===== src/rtl/io_port_fifo_endpoint.sv =====
// Responder side of the Datapath I/O port handshake: each port has an inbound and an outbound FWFT FIFO.
// Optional sticky underflow/overflow flags are enabled by defining IO_PORT_FIFO_ENDPOINT_ERR_EN.

module io_port_fifo_endpoint_fifo #(
  parameter int WORD_WIDTH      = 36,
  parameter int FIFO_DEPTH      = 4,
  parameter int FIFO_ADDR_WIDTH = 2
) (
  input  logic                  clock,
  input  logic                  reset,
  input  logic                  push,
  input  logic                  pop,
  input  logic [WORD_WIDTH-1:0] wr_data,
  output logic [WORD_WIDTH-1:0] rd_data,
  output logic                  full,
  output logic                  empty
);

  localparam logic [FIFO_ADDR_WIDTH:0] DEPTH_COUNT = (FIFO_ADDR_WIDTH+1)'(FIFO_DEPTH);

  logic [WORD_WIDTH-1:0]      mem [FIFO_DEPTH];
  logic [FIFO_ADDR_WIDTH-1:0] wr_ptr_reg;
  logic [FIFO_ADDR_WIDTH-1:0] rd_ptr_reg;
  logic [FIFO_ADDR_WIDTH:0]   count_reg;
  logic                       push_fire;
  logic                       pop_fire;

  // Flags come from the registered count only, never from this cycle's requests.
  assign full      = (count_reg == DEPTH_COUNT);
  assign empty     = (count_reg == '0);
  assign push_fire = push & ~full;
  assign pop_fire  = pop & ~empty;

  always_ff @(posedge clock or posedge reset) begin
    if (reset) begin
      wr_ptr_reg <= '0;
      rd_ptr_reg <= '0;
      count_reg  <= '0;
    end else begin
      if (push_fire) begin
        wr_ptr_reg <= wr_ptr_reg + (FIFO_ADDR_WIDTH)'(1);
      end
      if (pop_fire) begin
        rd_ptr_reg <= rd_ptr_reg + (FIFO_ADDR_WIDTH)'(1);
      end
      case ({push_fire, pop_fire})
        2'b10:   count_reg <= count_reg + (FIFO_ADDR_WIDTH+1)'(1);
        2'b01:   count_reg <= count_reg - (FIFO_ADDR_WIDTH+1)'(1);
        default: count_reg <= count_reg;
      endcase
    end
  end

  // Storage is deliberately left out of reset so it can map onto plain RAM.
  always_ff @(posedge clock) begin
    if (push_fire) begin
      mem[wr_ptr_reg] <= wr_data;
    end
  end

  assign rd_data = mem[rd_ptr_reg];

endmodule

module io_port_fifo_endpoint #(
  parameter int WORD_WIDTH      = 36,
  parameter int IO_PORT_COUNT   = 3,
  parameter int FIFO_DEPTH      = 4,
  parameter int FIFO_ADDR_WIDTH = 2
) (
  input  logic                                clock,
  input  logic                                reset,
  input  logic [IO_PORT_COUNT-1:0]            io_rden,
  output logic [IO_PORT_COUNT-1:0]            io_read_EF,
  output logic [IO_PORT_COUNT*WORD_WIDTH-1:0] io_read_data,
  input  logic [IO_PORT_COUNT-1:0]            io_wren,
  input  logic [IO_PORT_COUNT*WORD_WIDTH-1:0] io_write_data,
  output logic [IO_PORT_COUNT-1:0]            io_write_EF,
  input  logic [IO_PORT_COUNT-1:0]            ext_in_valid,
  output logic [IO_PORT_COUNT-1:0]            ext_in_ready,
  input  logic [IO_PORT_COUNT*WORD_WIDTH-1:0] ext_in_data,
  output logic [IO_PORT_COUNT-1:0]            ext_out_valid,
  input  logic [IO_PORT_COUNT-1:0]            ext_out_ready,
  output logic [IO_PORT_COUNT*WORD_WIDTH-1:0] ext_out_data,
  output logic [IO_PORT_COUNT-1:0]            err_underflow,
  output logic [IO_PORT_COUNT-1:0]            err_overflow
);

  logic [IO_PORT_COUNT-1:0] in_full;
  logic [IO_PORT_COUNT-1:0] in_empty;
  logic [IO_PORT_COUNT-1:0] out_full;
  logic [IO_PORT_COUNT-1:0] out_empty;

  generate
    for (genvar gi = 0; gi < IO_PORT_COUNT; gi++) begin : g_port
      io_port_fifo_endpoint_fifo #(
        .WORD_WIDTH     (WORD_WIDTH),
        .FIFO_DEPTH     (FIFO_DEPTH),
        .FIFO_ADDR_WIDTH(FIFO_ADDR_WIDTH)
      ) u_inbound (
        .clock  (clock),
        .reset  (reset),
        .push   (ext_in_valid[gi] & ext_in_ready[gi]),
        .pop    (io_rden[gi]),
        .wr_data(ext_in_data[gi*WORD_WIDTH +: WORD_WIDTH]),
        .rd_data(io_read_data[gi*WORD_WIDTH +: WORD_WIDTH]),
        .full   (in_full[gi]),
        .empty  (in_empty[gi])
      );

      io_port_fifo_endpoint_fifo #(
        .WORD_WIDTH     (WORD_WIDTH),
        .FIFO_DEPTH     (FIFO_DEPTH),
        .FIFO_ADDR_WIDTH(FIFO_ADDR_WIDTH)
      ) u_outbound (
        .clock  (clock),
        .reset  (reset),
        .push   (io_wren[gi]),
        .pop    (ext_out_ready[gi]),
        .wr_data(io_write_data[gi*WORD_WIDTH +: WORD_WIDTH]),
        .rd_data(ext_out_data[gi*WORD_WIDTH +: WORD_WIDTH]),
        .full   (out_full[gi]),
        .empty  (out_empty[gi])
      );
    end
  endgenerate

  // Reset forces both write-side handshakes to "not ready" immediately, independent of the clock.
  assign io_read_EF    = ~in_empty;
  assign ext_out_valid = ~out_empty;
  assign ext_in_ready  = reset ? '0 : ~in_full;
  assign io_write_EF   = reset ? '1 : out_full;

`ifdef IO_PORT_FIFO_ENDPOINT_ERR_EN
  logic [IO_PORT_COUNT-1:0] err_underflow_reg;
  logic [IO_PORT_COUNT-1:0] err_overflow_reg;

  always_ff @(posedge clock or posedge reset) begin
    if (reset) begin
      err_underflow_reg <= '0;
      err_overflow_reg  <= '0;
    end else begin
      err_underflow_reg <= err_underflow_reg | (io_rden & in_empty);
      err_overflow_reg  <= err_overflow_reg | (io_wren & out_full);
    end
  end

  assign err_underflow = err_underflow_reg;
  assign err_overflow  = err_overflow_reg;
`else
  assign err_underflow = '0;
  assign err_overflow  = '0;
`endif

endmodule

===== config.mk =====
export PLATFORM = sky130hd
export DESIGN_NAME = io_port_fifo_endpoint
export DESIGN_NICKNAME = d
export VERILOG_FILES = /design/src/rtl/io_port_fifo_endpoint.sv
export SDC_FILE = /design/constraint.sdc
export NUM_CORES = 1
export LEC_CHECK = 0
export CORE_MARGIN = 2
export CORE_UTILIZATION = 55
export DETAILED_ROUTE_END_ITERATION = 10
export PLACE_DENSITY = 0.8
export SETUP_SLACK_MARGIN = 0.02
export SYNTH_ARGS = -nofsm -noshare
export SYNTH_HDL_FRONTEND = slang
export SYNTH_SLANG_ARGS = --single-unit

===== constraint.sdc =====
create_clock -name clock -period 2.2 [get_ports clock]
set_input_delay 0.33 -clock clock [delete_from_list [all_inputs] [get_ports clock]]
set_output_delay 0.33 -clock clock [all_outputs]
set_load 0.02 [all_outputs]

[Word-level counts from Yosys, hierarchy flattened]
Memory sizes are Yosys's and may differ from the RTL's.
Index checks and enable logic that the tools add are counted.
Widths: inputs -> output; s select.
Storage, ports and cells
  register bits after elaboration: 42
  bits in writable memories: 864
  logic and storage cells: 128
  memories kept: 6
Memories
  g_port[0].u_inbound.mem: depth 4, width 36, read ports 1, clocked after Yosys merged registers in 0, write ports 1, RTL line 21  | logic [WORD_WIDTH-1:0] mem [FIFO_DEPTH];
  g_port[0].u_outbound.mem: depth 4, width 36, read ports 1, clocked after Yosys merged registers in 0, write ports 1, RTL line 21
  g_port[1].u_inbound.mem: depth 4, width 36, read ports 1, clocked after Yosys merged registers in 0, write ports 1, RTL line 21
  g_port[1].u_outbound.mem: depth 4, width 36, read ports 1, clocked after Yosys merged registers in 0, write ports 1, RTL line 21
  g_port[2].u_inbound.mem: depth 4, width 36, read ports 1, clocked after Yosys merged registers in 0, write ports 1, RTL line 21
  g_port[2].u_outbound.mem: depth 4, width 36, read ports 1, clocked after Yosys merged registers in 0, write ports 1, RTL line 21
Operators by class
  add/subtract/negate cells: 24
  eq/ne operators: 18
  muxes and demuxes: 20
  bitwise gates (word level): 30
  reductions and logical operators: 12
Operators with widths (number)
  $pmux 3 s2: 6
  $add 2x1->2 const B: 12
  $add 3x1->3 const B: 6
  $eq 3x3->1 const B: 6
  $logic_not 3->1: 6
  $sub 3x1->3 const B: 6
  $and 1x1->1: 15
  $eq 2x1->1 const B: 6
  $eq 2x2->1 const B: 6
  $mux 1: 12
  $not 1->1: 12
  $reduce_bool 2->1: 6
  $not 3->3: 3
  $mux 3: 2

[Longest topological paths before layout]
Gate-level depths: netlist of the first run.
  word-level depth: 7
  mapped depth: 9
  gate-level depth less buffers: 9

[Hierarchy]
From an unflattened synthesis of the first run, not the netlist that was laid out.
Second synthesis, totals
  cells, all modules: 1379
  area, all modules: 33970.1 um^2
Modules (own cells, without submodules)
  io_port_fifo_endpoint_fifo: times used 6, cells each 226, area an instance 5639.2 um^2, seq. area each 4499.3 um^2
  io_port_fifo_endpoint: times used 1, cells each 23, area an instance 135.1 um^2, seq. area each 0.0 um^2

[Worst setup path before layout of the first run]
No wires, ideal clock.
  kind: reg-to-reg
  start point: register g_port[0].u_inbound.count_reg[0]
  end point: memory g_port[0].u_inbound.mem[2][0], enable pin
  arrival time: 1.639 ns
  data required time: 1.803 ns
  path slack: 0.165 ns
  stages on the path, launching flop included: 4
  path buffers: 0
  clock period less this slack: 2.035 ns
  cell sequence: dfrtp_1 nor2_1 a21oi_2 and2_1
On the way
  word-level cells in the longest chain between the ends: 7
  elaborated cells between the ends (all ways): 8
RTL lines
  start, declared: RTL line 24  | logic [FIFO_ADDR_WIDTH:0] count_reg;
  start signal, assigned: RTL line 47  | 2'b10: count_reg <= count_reg + (FIFO_ADDR_WIDTH+1)'(1);
  start signal, assigned: RTL line 48  | 2'b01: count_reg <= count_reg - (FIFO_ADDR_WIDTH+1)'(1);
  start signal, assigned: RTL line 49  | default: count_reg <= count_reg;
  $eq 3x3->1 *: RTL line 29  | assign full = (count_reg == DEPTH_COUNT);
  $not 3->3: RTL line 131  | assign ext_in_ready = reset ? '0 : ~in_full;
  $mux 3: RTL line 131
  $and 1x1->1: RTL line 103  | .push (ext_in_valid[gi] & ext_in_ready[gi]),
  $and 1x1->1 *: RTL line 31  | assign push_fire = push & ~full;
  $mux 1 *: RTL line 56  | if (push_fire) begin
  $mux 1 (not written as such) *: RTL line 57  | mem[wr_ptr_reg] <= wr_data;
  end, declared: RTL line 21
Every way passes the cells marked *; elsewhere a longest branch is shown, timed or not.

[Worst setup path after layout of the first run]
  start point: register g_port[2].u_inbound.rd_ptr_reg[0]
  end point: output port io_read_data[92]
On the way
  word-level cells in the longest chain between the ends: 1
RTL lines
  start, declared: RTL line 23  | logic [FIFO_ADDR_WIDTH-1:0] rd_ptr_reg;
  start signal, assigned: RTL line 44  | rd_ptr_reg <= rd_ptr_reg + (FIFO_ADDR_WIDTH)'(1);
  $mem_v2 4x36
  end, declared: RTL line 75  | output logic [IO_PORT_COUNT*WORD_WIDTH-1:0] io_read_data,
Every way passes these cells.

==> results of run 1 <==
==> power by group <==
group	switching, uW	total [uW]	internal (uW)
Sequential	1130	23200	22000
Clock	6270	14700	8390
Combinational	11900	24400	12500
==> cell usage in the layout, fill, tap and decap left out, types with 5 or more instances in the layout <==
cell | netlist | final
edfxtp_1 | 864 | 864
nand2_1 | 12 | 12
xor2_1 | 18 | 18
xnor2_1 | 18 | 18
and2_1 | 24 | 12
buf_4 | 12 | 34
clkbuf_16 | 0 | 93
inv_1 | 37 | 36
or3_1 | 6 | 6
fa_1 | 6 | 6
bufinv_16 | 0 | 7
conb_1 | 1 | 6
dfrtp_2 | 0 | 10
clkbuf_1 | 0 | 19
diode_2 | 0 | 6
o31a_1 | 6 | 6
buf_12 | 12 | 62
buf_16 | 0 | 8
mux4_2 | 216 | 216
clkinv_1 | 0 | 17
ha_1 | 30 | 29
clkdlybuf4s50_1 | 0 | 229
clkbuf_2 | 0 | 5
nor2_1 | 12 | 9
dfrtp_1 | 42 | 32
and2_2 | 0 | 12
clkinv_2 | 0 | 17
buf_6 | 6 | 233
mux2i_1 | 6 | 6
==> repair_timing <==
action / 4_1_cts / 5_1_grt
cloned: 16 / 3
setup endpoints to repair: 227 / 225
pin swaps: 0 / 1
resized for setup: 1225 / 216
setup buffers: 41 / 7
hold endpoints to repair: 0 / 0
==> critical path, stage by stage, from the launching register on <==
cell and delay, ns:
dfrtp_2 0.47, buf_6 0.16, buf_16 0.13, mux4_2 0.52
buf_6 0.15
==> per-layer routing <==
metal  track usage  part of all wire
met1         0.280              0.36
met2         0.402              0.52
met3        0.0773             0.092
met4        0.0746             0.027
met5       0.00772            0.0018
==> final cells by class <==
class / count / share of cell area
multi-input combinational: 378 / 0.143
tap: 782 / 0.0222
timing repair buffer: 585 / 0.155
clock inverter: 48 / 0.0104
clock buffer: 110 / 0.0530
antenna: 6 / 0.000341
sequential: 906 / 0.613
inverter: 37 / 0.00315
==> logic make-up after synthesis <==
logic type                 share of synthesized area
xor gates and xnor gates                     0.00931
and+or+nand+nor                              0.00875
DFF                                            0.797
muxes                                          0.147
other                                       0.000111
AOI/OAI and AO/OA                            0.00377
buffers and inverters                         0.0194
adders and majority gates                     0.0146
==> worst max path at each step <==
stage                                                    from                                      endpoint  slack [ns]  cells past startpoint
2_1_floorplan    g_port[0].u_inbound.count_reg[0]$_DFFE_PP0P_       g_port[0].u_inbound.mem[2][0]$_DFFE_PP_        0.16                      3
3_3_place_gp                                            reset  g_port[0].u_inbound.count_reg[2]$_DFFE_PP0P_       -0.15                     10
3_5_place_dp                                            reset  g_port[0].u_inbound.count_reg[2]$_DFFE_PP0P_       -0.21                     10
4_1_cts         g_port[2].u_inbound.rd_ptr_reg[0]$_DFFE_PP0P_                              io_read_data[85]       -0.27                      4
5_1_grt        g_port[2].u_outbound.rd_ptr_reg[0]$_DFFE_PP0P_                              ext_out_data[99]       -0.29                      5
6_report        g_port[2].u_inbound.rd_ptr_reg[0]$_DFFE_PP0P_                              io_read_data[92]       -0.21                      4
==> per-stage QoR <==
step	std cells	setup WS, ns
after floorplan	1375	0.165
after global placement	2634	-0.150
final	2852	-0.212
after CTS	2849	-0.271
after global routing	2849	-0.286
after detailed placement	2634	-0.213
==> results.json, run 1 <==
{
  "regToRegSetupSlack_ns": 0.09,
  "fin_setup_tns_ns": -25.03,
  "ys_seq_area_frac": 0.797,
  "clk_latency_ns": 0.63,
  "tightest_slew_ns": 0.595,
  "rr_startpoint": "g_port[2].u_outbound.count_reg[1]$_DFFE_PP0P_",
  "numCtsBuffers": 88,
  "cap_violations": 0,
  "end_kind": "primary output",
  "violations": "negative setup slack",
  "leakagePower_uw": 0.0152,
  "fp.dieH_um": 252,
  "final-max-slew-violation-count": 0,
  "arrival_ns": 2.08,
  "worstPathRequired_ns": 1.87,
  "die_w_um": 252,
  "yosys_warnings": 0,
  "synth_area_um2": 33900,
  "io_buffers": 457,
  "yosysMostFrequentCell": "edfxtp_1",
  "clock_skew_ns": 0.0287,
  "gr-usage-all-layers": 0.234,
  "grt_pass1_wl_mm": 109,
  "hold_viol": 0,
  "r2r-end": "g_port[2].u_outbound.count_reg[2]$_DFFE_PP0P_",
  "ios": 464,
  "vdd.ir_drop.worst_uv": 967,
  "drc_errors": 0,
  "core_area_um2": 60600,
  "final-seq-area_um2": 27000,
  "synth_cell_types": 25,
  "start_util": 0.559,
  "crit_path_start_kind": "flop",
  "drt_iter0_markers": 1169,
  "multi_input_area_um2": 6290,
  "min_from": "ext_in_data[38]",
  "cts.sinks": 906,
  "crit_type": "flop to primary output",
  "p_total_uw": 62200,
  "clk_pin_slew_worst_paths_ns": 0.06,
  "routed_wl_mm": 74.3,
  "ys_ff_latch": 906,
  "synth_edf_count": 864,
  "dp_hpwl_mm": 43.0,
  "status": "finished, violations left",
  "syn_to_final_growth_pct": 30.0,
  "synth_area_leaders": "edfxtp_1 (77%), mux4_2 (14%), dfrtp_1 (3.1%), ha_1 (1.1%), buf_12 (0.71%)",
  "finalCritPeriodShare": 1.10,
  "netlist_top_cells_count": "edfxtp_1 (864), mux4_2 (216), dfrtp_1 (42)",
  "fill_cells": 3261,
  "cts.hold.buffers_added": 0,
  "vias": 16250,
  "rsz0062_at_grt": "yes",
  "place_area_um2": 40100,
  "cts_root_buf": "clkbuf_16",
  "crit_fanout": 5,
  "rows": 90,
  "relSlewSlack": 0.603,
  "die_area_um2": 63600,
  "cts.path.max_buffers": 3,
  "fin_area_um2": 44100,
  "cts_tree": "built",
  "postRouteAntennaNets": 0,
  "drive_gt1_frac": 0.351,
  "final_util": 0.727,
  "min_path_cells": 1,
  "postSynthCellCount": 1370,
  "reg2reg_depth": 9,
  "grt_max_degree": 43,
  "wl_per_cell_um": 26.1,
  "synth_top_area_share": 0.766,
  "antenna_found_initial": 15,
  "period_minus_slack_ns": 2.41,
  "power_density_nw_per_um2": 1410,
  "finalNetCount": 2262,
  "max_freq_mhz": 415,
  "first_pass_iters": 6,
  "async_flop_share": 0.0464,
  "largestRegisters": "g_port.u_inbound.mem (432), g_port.u_outbound.mem (432)",
  "grt-ovfl-total": 0,
  "layout_setup_ws_ns": -0.212,
  "cts_htree_levels": 3,
  "finalSetupViolCount": 216,
  "place_congestion": 0.747,
  "synth_ff_type": "edfxtp_1",
  "hold_path_end": "g_port[1].u_inbound.mem[1][2]$_DFFE_PP_",
  "grt_pass1_vias": 17407,
  "synth_top_area_cell": "edfxtp_1",
  "hp-class": "input pin to flop",
  "avgSynthCellArea_um2": 24.7,
  "routed_via_density": 5.70,
  "whs_ns": 0.329
}
Power figures use the tool's default switching activity.
==> run 2: changes to the inputs <==
--- a/config.mk
+++ b/config.mk
@@ -7,2 +7,3 @@
 export LEC_CHECK = 0
+export CORE_ASPECT_RATIO = 2
 export CORE_MARGIN = 2
@@ -15 +16,2 @@
 export SYNTH_SLANG_ARGS = --single-unit
+export TNS_END_PERCENT = 5
==> constraint.sdc (replaced) <==
create_clock -name clock -period 2.2 [get_ports clock]
set_input_delay 0.66 -clock clock [delete_from_list [all_inputs] [get_ports clock]]
set_output_delay 0.66 -clock clock [all_outputs]
set_load 0.02 [all_outputs]
==> run 2 against run 1 <==
The run still ends with negative setup slack left. Cell count down 0.60%. Worst hold slack worse by 0.0067 ns. Flip-flop and latch count unchanged. Maximum frequency down 12%. Non-clock buffer count up 6. Global-route usage down 0.63 points. First-iteration DRC count up 3.1%. Final area down 2.8%. Core utilization down 2.3 points.
==> results.json, run 2 (synthesis gave the netlist of run 1 again) <==
{
  "vias": 15939,
  "cts_htree_levels": 3,
  "arrival_ns": 2.09,
  "drc_errors": 0,
  "clock_skew_ns": 0.0274,
  "routed_wl_mm": 72.1,
  "routed_via_density": 5.62,
  "dp.cells": 2663,
  "finalNetCount": 2254,
  "place_congestion": 0.754,
  "final-max-slew-violation-count": 0,
  "grt_pass1_wl_mm": 109,
  "fin_setup_tns_ns": -95.26,
  "drive_gt1_frac": 0.357,
  "cts_tree": "built",
  "finalCritPeriodShare": 1.25,
  "cts_root_buf": "clkbuf_16",
  "postRouteAntennaNets": 0,
  "finalSetupViolCount": 222,
  "grt_pass1_vias": 17779,
  "top_layer_used": "met5",
  "largestRegisters": "g_port.u_inbound.mem (432), g_port.u_outbound.mem (432)",
  "start_util": 0.557,
  "post-place-ws_ns": -0.654,
  "rsz0062_at_grt": "yes",
  "most-common-layout-cells": "edfxtp_1 (864), clkdlybuf4s50_1 (228), mux4_2 (216)",
  "grt-ovfl-total": 0,
  "wl_met1_mm": 24.9,
  "ios": 464,
  "core_area_um2": 60900,
  "end_kind": "primary output",
  "hold_viol": 0,
  "crit_path_start_kind": "flop",
  "syn_to_final_growth_pct": 26.4,
  "instances_no_fill": 2835,
  "final_util": 0.704,
  "dp_hpwl_mm": 46.7,
  "fp.dieH_um": 355,
  "clk_pin_slew_worst_paths_ns": 0.07,
  "cap_violations": 0,
  "rows": 128,
  "first_pass_iters": 5,
  "grt_max_degree": 38,
  "vdd.ir_drop.worst_uv": 1010,
  "io_buffers": 457,
  "met3_length_mm": 6.08,
  "leakagePower_uw": 0.0147,
  "gr-usage-all-layers": 0.228,
  "die_w_um": 180,
  "reg2reg_depth": 9,
  "wl_per_cell_um": 25.4,
  "status": "finished, violations left",
  "clk_latency_ns": 0.61,
  "cts.sinks": 906,
  "max_freq_mhz": 364,
  "period_minus_slack_ns": 2.75,
  "wl_met2_mm": 38.9,
  "worstPathRequired_ns": 1.54,
  "hp-class": "input pin to async pin",
  "die_area_um2": 63700,
  "layout_commonest_cell": "edfxtp_1",
  "numCtsBuffers": 74,
  "antenna_found_initial": 12,
  "cts.hold.buffers_added": 0,
  "cts.path.max_buffers": 3,
  "crit_type": "flop to primary output",
  "layout_setup_ws_ns": -0.550,
  "power_density_nw_per_um2": 1350,
  "violations": "negative setup slack",
  "drt_iter0_markers": 1205,
  "crit_fanout": 6
}
==> run 2: cell types whose count changed in the layout (fill, tap and decap cells not counted), sizes merged, moves of 2 or more <==
| cell | before | now |
|---|---|---|
| buf | 342 | 326 |
| bufinv | 7 | 4 |
| clkbuf | 118 | 96 |
| clkdlybuf4s15 | 3 | 25 |
| clkinvlp | 2 | 4 |
| dlygate4sd2 | 3 | 1 |
| inv | 40 | 42 |
==> run 2: cell type report <==
class,count,area (um^2)
Sequential cell,906,27000
Tap cell,780,976
Fill cell,3518,18000
Clock inverter,50,412
Clock buffer,86,1970
Antenna cell,7,17.5
Multi-Input combinational cell,378,6320
Timing Repair Buffer,591,5990
Inverter,37,143
==> run 2: critical path, cell delays in order (launching register included) <==
cell,delay [ns]
dfrtp_2,0.48
buf_12,0.17
buf_12,0.12
mux4_2,0.56
buf_6,0.16
==> run 2: repair_timing <==
action,4_1_cts,5_1_grt
gates cloned,5,2
endpoints found under the setup margin,228,226
setup buffers,12,12
pin swaps,1,6
gates resized for setup,891,176
==> run 2: per-stage QoR <==
stage / hold WS, ns / area [um^2] / total power (uW)
finish: 0.322 / 42800 / 57800
floorplan: 0.501 / 33900 / 35600
global placement: 0.518 / 40300 / 44500
detailed placement: 0.531 / 40300 / 45100
CTS: 0.286 / 42700 / 57800
global route: 0.312 / 42800 / 60100
==> run 2: final timing paths <==
| check | from | end | slack, ns |
|---|---|---|---|
| worst max-delay path | g_port[2].u_inbound.rd_ptr_reg[0]$_DFFE_PP0P_ | io_read_data[93] | -0.55 |
| worst min-delay path | reset | g_port[2].u_inbound.count_reg[0]$_DFFE_PP0P_ | 0.32 |
| worst max register to register | g_port[1].u_inbound.count_reg[0]$_DFFE_PP0P_ | g_port[1].u_inbound.count_reg[2]$_DFFE_PP0P_ | 0.32 |
| worst min register to register | g_port[2].u_outbound.count_reg[0]$_DFFE_PP0P_ | g_port[2].u_outbound.count_reg[0]$_DFFE_PP0P_ | 0.55 |
| max in group asynchronous | reset | g_port[0].u_inbound.count_reg[0]$_DFFE_PP0P_ | 1.48 |
| min in group clock | g_port[2].u_outbound.count_reg[0]$_DFFE_PP0P_ | g_port[2].u_outbound.count_reg[0]$_DFFE_PP0P_ | 0.55 |
==> run 2: power breakdown <==
part           total, uW  internal [uW]  switching [uW]
combinational      21700          10400           11300
clock              12900           6990            5920
sequential         23200          22000            1140
total              57800          39400           18400
==> run 2: layer usage <==
layer	track usage	vias to the layer above
met2	0.405	633
met1	0.266	8224
met5	0	-
li1	-	6941
met3	0.0629	131
met4	0.0789	10
==> run 3: changes to the inputs <==
- REMOVE_ABC_BUFFERS: not set -> 1
==> run 3 against run 2 <==
The run still ends with negative setup slack left. Register-to-register slack got worse by 0.19 ns. Sequential share of layout area increased by 0.17 points. Non-clock buffer count decreased by 9. Critical endpoint is now ext_out_data[86]. Final area decreased by 0.26%. Wire length increased by 5.4%. Clock power about the same. Maximum frequency increased by 0.69%. Largest cell class unchanged. Via count increased by 1.4%. Power increased by 0.79%.
==> results.json, run 3 (synthesis gave the netlist of run 1 again) <==
{
  "first_pass_iters": 5,
  "die_w_um": 180,
  "pwr-share-seq": 0.398,
  "tightest_slew_ns": 0.679,
  "clk_pin_slew_worst_paths_ns": 0.07,
  "path_common_cell": "buf_12",
  "largestRegisters": "g_port.u_inbound.mem (432), g_port.u_outbound.mem (432)",
  "cts.path.max_buffers": 3,
  "drive_gt1_frac": 0.358,
  "antenna_found_initial": 10,
  "path_cells": "buf_12 -> buf_12 -> buf_16 -> mux4_2 -> buf_2",
  "hp-class": "flop to flop",
  "reg2reg_depth": 9,
  "critPathTopFamily": "buffers and inverters",
  "grt_max_degree": 43,
  "io_buffers": 457,
  "fin_area_um2": 42700,
  "clock_skew_ns": 0.0236,
  "hold_viol": 0,
  "fp.dieH_um": 355,
  "clkPwrFrac": 0.227,
  "max_stage_delay_ns": 0.53,
  "p_comb_frac": 0.375,
  "cp.depth": 5,
  "worstPathRequired_ns": 1.54,
  "cts_root_buf": "clkbuf_16",
  "postRouteAntennaNets": 0,
  "max_freq_mhz": 366,
  "cp_slowest_cell": "mux4_2",
  "r2r-end": "g_port[2].u_outbound.count_reg[2]$_DFFE_PP0P_",
  "leakagePower_uw": 0.0146,
  "cts_tree": "built",
  "arrival_ns": 2.07,
  "period_minus_slack_ns": 2.73,
  "finalNetCount": 2246,
  "routed_via_density": 5.73,
  "clk_latency_ns": 0.61,
  "regToRegSetupSlack_ns": 0.13,
  "finalSetupViolCount": 223,
  "vdd.ir_drop.worst_uv": 1070,
  "most-common-layout-cells": "edfxtp_1 (864), clkdlybuf4s50_1 (229), mux4_2 (216)",
  "rr_startpoint": "g_port[2].u_outbound.count_reg[0]$_DFFE_PP0P_",
  "dp_hpwl_mm": 49.4,
  "cts_htree_levels": 3,
  "drc_errors": 0,
  "post-place-ws_ns": -0.550,
  "internal_power_uw": 39600,
  "crit_type": "flop to primary output",
  "finalCritPeriodShare": 1.24,
  "place_area_um2": 40400,
  "syn_to_final_growth_pct": 26.1,
  "swShare": 0.321,
  "vias": 16156,
  "endpoint": "ext_out_data[86]",
  "grt_pass1_vias": 17786,
  "start_util": 0.557,
  "gr-usage-all-layers": 0.241,
  "crit_fanout": 6,
  "die_area_um2": 63700,
  "core_area_um2": 60900,
  "grt_pass1_wl_mm": 114,
  "layout_commonest_cell": "edfxtp_1",
  "crit_buf_inv": 4,
  "routed_wl_mm": 75.9,
  "drt_iter0_markers": 1278,
  "grt-ovfl-total": 0,
  "rsz0062_at_grt": "yes",
  "violations": "negative setup slack",
  "whs_ns": 0.526,
  "status": "finished, violations left",
  "power_density_nw_per_um2": 1360,
  "end_kind": "primary output",
  "cts.sinks": 906,
  "startpoint": "g_port[2].u_outbound.rd_ptr_reg[0]$_DFFE_PP0P_",
  "switchingPower_uw": 18700,
  "ios": 464,
  "crit_path_start_kind": "flop",
  "cap_violations": 0,
  "wl_per_cell_um": 26.9,
  "final-max-slew-violation-count": 0,
  "rows": 128,
  "place_congestion": 0.746,
  "layout_setup_ws_ns": -0.531,
  "numCtsBuffers": 75,
  "relSlewSlack": 0.547
}
==> run 3: cell types whose count changed in the layout (fill, tap and decap cells not counted), sizes merged, moves of 2 or more <==
cell	before	now
clkbuf	96	92
clkdlybuf4s15	25	11
buf	326	336
diode	7	3
inv	42	44
bufinv	4	6
clkinv	37	33
==> run 3: worst min-delay path by stage <==
stage / start / to / slack, ns / cells past startpoint
after global placement: g_port[0].u_inbound.count_reg[0]$_DFFE_PP0P_ / g_port[0].u_inbound.count_reg[0]$_DFFE_PP0P_ / 0.52 / 1
after floorplan: g_port[0].u_inbound.count_reg[0]$_DFFE_PP0P_ / g_port[0].u_inbound.count_reg[0]$_DFFE_PP0P_ / 0.50 / 1
final: g_port[2].u_inbound.count_reg[0]$_DFFE_PP0P_ / g_port[2].u_inbound.count_reg[0]$_DFFE_PP0P_ / 0.53 / 1
after CTS: g_port[1].u_inbound.count_reg[0]$_DFFE_PP0P_ / g_port[1].u_inbound.count_reg[0]$_DFFE_PP0P_ / 0.53 / 1
after global routing: g_port[2].u_inbound.count_reg[0]$_DFFE_PP0P_ / g_port[2].u_inbound.count_reg[0]$_DFFE_PP0P_ / 0.57 / 1
after detailed placement: g_port[1].u_inbound.count_reg[0]$_DFFE_PP0P_ / g_port[1].u_inbound.count_reg[0]$_DFFE_PP0P_ / 0.53 / 1
==> run 3: stage by stage <==
step	util	power [uW]	setup TNS (ns)	cells
3_5_place_dp	0.664	45500	-201.45	2661
4_1_cts	0.702	58500	-114.32	2816
6_report	0.702	58200	-92.58	2822
5_1_grt	0.702	60600	-111.00	2822
3_3_place_gp	0.664	44900	-171.02	2661
2_1_floorplan	-	34800	-236.60	1321
==> run 3: per-layer routing <==
metal	global-route usage	routed length (um)	vias to the layer above
li1	-	-	6917
met1	0.271	25400	8392
met2	0.428	40800	698
met4	0.0826	2390	14
met3	0.0844	7220	135
met5	0	99	-
==> run 3: cell type report <==
cell class / instances / area, um^2
Sequential cell: 906 / 27000
Fill cell: 3564 / 18100
Multi-Input combinational cell: 378 / 6310
Timing Repair Buffer: 582 / 5840
Clock buffer: 87 / 2000
Tap cell: 780 / 976
Clock inverter: 49 / 448
Inverter: 37 / 141
Antenna cell: 3 / 7.51
==> run 3: worst reg2reg max path, cell delays in order, from the launching register on <==
cell and delay, ns:
dfrtp_2 0.46, nor2_4 0.16, a21boi_2 0.11, inv_1 0.10, ha_1 0.18, inv_1 0.06
fa_1 0.41, xor2_1 0.17, nor2_1 0.12, xor2_1 0.22
==> run 3: repair_timing <==
item,4_1_cts,5_1_grt
endpoints found under the setup margin,228,229
gates resized for setup,908,199
hold endpoints to repair,0,0
buffers inserted,14,5
hold buffers,0,0
gates cloned,5,1
pin swaps,1,7
==> run 3: power groups by stage <==
stage | logic (uW) | clock network [uW] | registers, uW
final | 21900 | 13200 | 23200
after floorplan | 10400 | 0 | 24400
after CTS | 21900 | 13500 | 23100
after global routing | 23100 | 14100 | 23400
after detailed placement | 22000 | 0 | 23500
after global placement | 21700 | 0 | 23200
